## config.mk

```make
export PLATFORM = sky130hd
export DESIGN_NAME = mux_pipe
export DESIGN_NICKNAME = d
export VERILOG_FILES = /design/src/rtl/mux_pipe.sv
export SDC_FILE = /design/constraint.sdc
export NUM_CORES = 1
export LEC_CHECK = 0
export ABC_AREA = 1
export ABC_CLOCK_PERIOD_IN_PS = 1600
export CAP_MARGIN = 10
export CELL_PAD_IN_SITES_DETAIL_PLACEMENT = 0
export CELL_PAD_IN_SITES_GLOBAL_PLACEMENT = 2
export CORE_MARGIN = 3
export CORE_UTILIZATION = 29
export DETAILED_ROUTE_END_ITERATION = 16
export DONT_BUFFER_PORTS = 1
export PLACE_DENSITY_LB_ADDON = 0.12
export SLEW_MARGIN = 0
export SYNTH_ARGS = -nofsm -noshare
export SYNTH_HDL_FRONTEND = slang
export SYNTH_SLANG_ARGS = --single-unit
```

## constraint.sdc

```tcl
create_clock -name c -period 1.6 [get_ports c]
set_clock_uncertainty 0.1 [all_clocks]
set_input_delay 0.32 -clock c [delete_from_list [all_inputs] [get_ports c]]
set_output_delay 0.32 -clock c [all_outputs]
set_load 0.02 [all_outputs]
```

## src/rtl/mux_pipe.sv

```systemverilog
// Registered N-channel mux with a one-deep valid/ready output stage.
// Optional round-robin arbitration is compiled in with `define MUX_RR_EN.
module mux_pipe #(
  parameter  int WIDTH = 32,
  parameter  int NCH   = 4,
  localparam int SELW  = (NCH > 2) ? $clog2(NCH) : 1
) (
  input  logic                 c,
  input  logic                 rst,
  input  logic [NCH*WIDTH-1:0] i,
  input  logic [NCH-1:0]       in_valid,
  input  logic [SELW-1:0]      sel,
  input  logic                 en,
`ifdef MUX_RR_EN
  input  logic                 mode,
`endif
  output logic                 in_ready,
  output logic [WIDTH-1:0]     out,
  output logic                 out_valid,
  output logic [SELW-1:0]      out_ch,
  input  logic                 out_ready
);

  logic [WIDTH-1:0] out_q, out_d;
  logic             out_valid_q, out_valid_d;
  logic [SELW-1:0]  out_ch_q, out_ch_d;

  logic [WIDTH-1:0] sel_data;
  logic             sel_hit;
  logic             take;

  assign in_ready  = !out_valid_q || out_ready;
  assign take      = en && in_ready;
  assign out       = out_q;
  assign out_valid = out_valid_q;
  assign out_ch    = out_ch_q;

  // Explicit select; sel values beyond NCH-1 leave sel_hit low.
  always_comb begin
    sel_data = '0;
    sel_hit  = 1'b0;
    for (int k = 0; k < NCH; k++) begin
      if (sel == SELW'(k)) begin
        sel_hit  = 1'b1;
        sel_data = i[k*WIDTH +: WIDTH];
      end
    end
  end

`ifdef MUX_RR_EN
  logic [SELW-1:0]  rr_ptr_q, rr_ptr_d;
  logic             rr_found;
  logic [SELW-1:0]  rr_idx;
  logic [SELW-1:0]  rr_next;
  logic [WIDTH-1:0] rr_data;
  int               rr_dist;
  int               rr_best;

  // Grant the valid channel with the smallest cyclic distance from rr_ptr.
  always_comb begin
    rr_found = 1'b0;
    rr_idx   = '0;
    rr_next  = '0;
    rr_data  = '0;
    rr_dist  = 0;
    rr_best  = NCH;
    for (int k = 0; k < NCH; k++) begin
      rr_dist = k - int'(rr_ptr_q);
      if (rr_dist < 0) rr_dist = rr_dist + NCH;
      if (in_valid[k] && (rr_dist < rr_best)) begin
        rr_best  = rr_dist;
        rr_found = 1'b1;
        rr_idx   = SELW'(k);
        rr_next  = (k == NCH - 1) ? '0 : SELW'(k + 1);
        rr_data  = i[k*WIDTH +: WIDTH];
      end
    end
  end
`endif

  always_comb begin
    out_d       = out_q;
    out_valid_d = out_valid_q;
    out_ch_d    = out_ch_q;
`ifdef MUX_RR_EN
    rr_ptr_d    = rr_ptr_q;
    if (mode) begin
      if (take && rr_found) begin
        out_d       = rr_data;
        out_valid_d = 1'b1;
        out_ch_d    = rr_idx;
        rr_ptr_d    = rr_next;
      end else if (out_valid_q && out_ready) begin
        out_valid_d = 1'b0;
      end
    end else
`endif
    if (take) begin
      if (sel_hit) begin
        out_d       = sel_data;
        out_valid_d = in_valid[sel];
        out_ch_d    = sel;
      end else begin
        out_d       = '0;
        out_valid_d = 1'b0;
      end
    end else if (out_valid_q && out_ready) begin
      out_valid_d = 1'b0;
    end
  end

  always_ff @(posedge c or posedge rst) begin
    if (rst) begin
      out_q       <= '0;
      out_valid_q <= 1'b0;
      out_ch_q    <= '0;
`ifdef MUX_RR_EN
      rr_ptr_q    <= '0;
`endif
    end else begin
      out_q       <= out_d;
      out_valid_q <= out_valid_d;
      out_ch_q    <= out_ch_d;
`ifdef MUX_RR_EN
      rr_ptr_q    <= rr_ptr_d;
`endif
    end
  end

endmodule

```

== Yosys cells after proc, flatten, opt, wreduce, memory -nomap -nowiden ==
Cells that the tools add are included.

* Register bits: 35
* Input bits: 138
* Word-level logic and storage cells: 28

* Order comparisons: 1
* Equality and inequality tests: 3
* Mux-type cells: 14
* Reductions and logical operators: 7

{| class="wikitable"
|+ Operators with widths
! kind !! number
|-
| $mux 32 || 5
|-
| $mux 1 || 8
|-
| $eq 2x2->1 const B || 2
|-
| $lt 2x3->1 const B || 1
|-
| $bmux 1 s2 || 1
|-
| $eq 2x1->1 const B || 1
|-
| $logic_and 1x1->1 || 2
|-
| $logic_not 2->1 || 1
|-
| $reduce_and 2->1 || 1
|-
| $reduce_bool 2->1 || 1
|-
| $logic_not 1->1 || 1
|-
| $logic_or 1x1->1 || 1
|}

== Longest topological paths before layout ==
* Word-level depth: 7
* Gate-level depth with buffers: 8
* Mapped depth without buffers: 6

== Worst setup path after synthesis ==
Ideal clock, no wire load.

* Path type: register to register
* Start point: reg out_valid_q (netlist: out_valid)
* End point: reg out_q[0] (netlist: out[0])
* Library setup time: 0.116 ns
* Data arrival time: 1.245 ns
* Data required time: 1.384 ns
* Setup slack: 0.139 ns
* Cell stages (with the launch flop): 7
* Path buffers: 1
* Clock period less this slack: 1.461 ns
* Path through: dfrtp_1 > nand2_1 > nand2_1 > clkbuf_1 > nor2_1 > nand2_1 > nand2_1

* Word-level cells in the longest chain between the ends: 3

{| class="wikitable"
|+ Ends and longest elaborated chain
! what !! RTL line !! RTL
|-
| from (decl) || 25 || <nowiki>logic out_valid_q, out_valid_d;</nowiki>
|-
| from (signal assigned) || 122 || <nowiki>out_valid_q <= out_valid_d;</nowiki>
|-
| $logic_not 1->1 || 32 || <nowiki>assign in_ready = !out_valid_q || out_ready;</nowiki>
|-
| $logic_or 1x1->1 || 32 ||
|-
| named net in_ready || 17 || <nowiki>output logic in_ready,</nowiki>
|-
| $logic_and 1x1->1 || 33 || <nowiki>assign take = en && in_ready;</nowiki>
|-
| to (signal assigned) || 121 || <nowiki>out_q <= out_d;</nowiki>
|-
| to (decl) || 24 || <nowiki>logic [WIDTH-1:0] out_q, out_d;</nowiki>
|}

The timed path passes the listed nets, and every way through them passes these cells.
A chain may end at the register's enable or synchronous reset.

== Worst setup path after layout ==
* Start point: reg out_valid_q (netlist: out_valid)
* End point: out in_ready

* Word-level cells in the longest chain between the ends: 2

{| class="wikitable"
|+ Ends and longest elaborated chain
! what !! RTL line
|-
| $logic_not 1->1 || 32
|-
| $logic_or 1x1->1 || 32
|-
| to (decl) || 17
|}

No other way between the ends.

==> run_results.csv <==
group,metric,value,unit
grt,grt_max_degree,69,
sta,whs,0.0521,ns
sta,setup_tns,0,ns
power_and_ir_drop,p_int,1600,uW
worst_setup_path,rr_startpoint,"out_valid$_DFFE_PP0P_",
floorplanning,core_area,8340,sq um
worst_setup_path,critPathBufInv,1,
yosys,synth_warnings,0,
power_and_ir_drop,finalPower,2490,uW
layout,n_fill_cell,963,
worst_setup_path,worst_path_max_delay_cell,"dfrtp_1",
layout,drive_above_1_share,5.21,%
worst_setup_path,cp_top_family,"flip-flops",
worst_setup_path,path_depth,2,
clock_tree,clock_latency,0.28,ns
sta,period_needed,1.34,ns
worst_setup_path,arrival,0.92,ns
sta,slew_headroom,65.9,%
routing,drc,0,
worst_setup_path,cp_cell_sequence,"nand2_1 -> buf_4",
floorplanning,rows,33,
floorplanning,die_h,99.3,um
worst_setup_path,endpoint,"in_ready",
routing,drt-pass1-iter-count,5,
power_and_ir_drop,clkPwrFrac,28.6,%
routing,drtAntennaViolNets,0,
clock_tree,numCtsBuffers,5,
power_and_ir_drop,comb_power_share,18.9,%
power_and_ir_drop,peakVddDrop,0.000467,V
yosys,syn_inst,409,
place,dpl_cell_area,2580,sq um
place,portBuffers,0,
clock_tree,htreeDepth,2,
routing,vias,2400,
worst_setup_path,r2r_slack,0.36,ns
grt,overflow,0,
grt,grt_pass1_vias,2394,
layout,layout.nets,540,
floorplanning,initial_utilization,30.2,%
grt,grtUsageTotal,16.3,%
power_and_ir_drop,power_leakage,0.00148,uW
worst_setup_path,slowest_delay,0.39,ns
clock_tree,cts_tree,"built",
yosys,syn_nets,547,
routing,via_per_inst,4.72,
layout,final_util,32.3,%
layout,synthToLayoutAreaGrowth,6.70,%
status,status,"completed",
routing,first_iter_violations,103,
floorplanning,dieArea,9850,sq um
worst_setup_path,r2r_cells,6,
worst_setup_path,end_kind,"primary output",
place,dpl.hpwl,5.86,mm
sta,slew_viol_final,0,
floorplanning,io_pins,174,
layout,diodes,0,
routing,postRouteWirelength,8.24,mm
grt,antenna_found_initial,0,
power_and_ir_drop,p_per_area,924,nW/um^2
sta,finalSetupViolCount,0,
yosys,avgSynthCellArea,6.17,sq um
worst_setup_path,cp-start-kind,"flop",
layout,final_area,2690,sq um
sta,rsz0062_at_grt,"false",
sta,tightest_slew,0.511,ns
power_and_ir_drop,swShare,35.6,%
place,routabilityCongestion,0.744,
worst_setup_path,worstReg2RegEnd,"out[28]$_DFFE_PP0P_",
flow_run,maxCapViolations,0,
sta,period_share,83.6,%
yosys,synth_area,2520,sq um
yosys,synth-seq-area-share,34.7,%
clock_tree,cts-resized-gates,0,
worst_setup_path,cp_max_fo,2,
yosys,ys_ff_latch,35,
power_and_ir_drop,pwr-share-seq,52.5,%
clock_tree,cts.path.max_buffers,2,
floorplanning,die_x,99.3,um
clock_tree,post-cts-setup-buffer-count,0,
worst_hold_path,hold_path.class,"in2reg",
power_and_ir_drop,switchingPower,885,uW
worst_setup_path,critPathKind,"reg2out",
routing,wl_per_cell,16.2,um
sta,final_hold_viol_count,0,
worst_setup_path,cp.required,1.18,ns
worst_setup_path,crit_start,"out_valid$_DFFE_PP0P_",
grt,grt_pass1_wl,12.7,mm
clock_tree,clkSinkCount,35,
yosys,synth.distinct_cells,17,
clock_tree,clkSlewWorstSetupHoldPaths,0.07,ns
sta,fmax,747,MHz
clock_tree,cts_root_buffer,"clkbuf_8",
==> layer usage <==
layer  up-vias  global-route usage [%]  routed length [um]  part of all wire, %
met3         4                    5.54                 733                  8.9
met5         -                       0                   0                    0
met4         0                    3.78                  53                 0.64
met1      1068                    19.9                3480                   42
li1       1231                       -                   -                    -
met2        97                    27.6                3980                   48
==> cells by family after synthesis <==
family	Yosys count	share of synthesized area, %
simple gates	298	49.8
buf+inv	56	11.5
flops	35	34.7
compound gates	20	3.97
==> flip-flops by register name, summed over array words and instances, names as in the netlist <==
| register | cells |
|---|---|
| out_ch | 2 |
| out_valid | 1 |
| out | 32 |
==> worst min-delay path by stage <==
stage	endpoint	cells past startpoint	slack (ns)	from
after floorplan	out_valid$_DFFE_PP0P_	2	0.33	en
after global placement	out[19]$_DFFE_PP0P_	2	0.27	rst
after detailed placement	out[19]$_DFFE_PP0P_	2	0.27	rst
after CTS	out_valid$_DFFE_PP0P_	2	0.03	en
after global routing	out_valid$_DFFE_PP0P_	2	0.05	en
final	out_valid$_DFFE_PP0P_	2	0.05	en
==> Yosys cell counts, drive strengths merged <==
cell type	n	area share (%)
buf	21	6.2
nand2	183	28
inv	32	4.9
o21ai	20	4.0
nand3	34	6.7
nor2	66	11
nand4	1	0.25
clkbuf	3	0.50
nand3b	14	4.2
dfrtp	35	35
==> power by group through the flow <==
stage          sequential, uW  combinational, uW  clock, uW
2_1_floorplan            1290                415          0
3_3_place_gp             1330                477          0
3_5_place_dp             1330                478          0
4_1_cts                  1310                483        758
5_1_grt                  1320                558        782
6_report                 1300                471        711
==> worst reg2reg max path: cells and delay by family (launching register included) <==
kind	cells	cell delay (ns)
and+or+nand+nor	5	0.39
DFF	1	0.36
buffers and inverters	1	0.27
==> cell type report <==
class                      instances  area [sq um]  share of cell area [%]
multi-input combinational        318          1360                    50.5
timing repair buffer              10           103                    3.81
sequential                        35           876                    32.5
clock buffer                       8           100                    3.72
tap                              105           131                    4.88
inverter                          32           123                    4.56
==> stage by stage <==
step	cells	setup slack (ns)
after detailed placement	499	0.310
after global routing	508	0.204
after floorplan	409	0.139
after CTS	508	0.244
after global placement	499	0.316
final	508	0.262
==> what timing repair did <==
| item | CTS | global route |
|---|---|---|
| endpoints found under the hold margin | 35 | 0 |
| setup endpoints to repair | 0 | 0 |
| hold buffers | 1 | 0 |
==> cell usage in the layout, fill, tap and decap left out <==
cell type      synthesis  routed
buf_12                 0       2
buf_4                  6       7
clkbuf_1               2       1
clkbuf_8               0       7
dfrtp_1               35      35
dlygate4sd3_1          0       1
inv_1                 31      31
inv_4                  1       1
nand2_1              182     181
nand2_2                0       1
nand2_4                1       1
nand3_1               34      34
nand3b_1              14      14
nand4_1                1       1
nor2_1                64      64
nor2_8                 2       2
o21ai_0               20      20
Note: power is estimated with default switching activity, not from simulation.
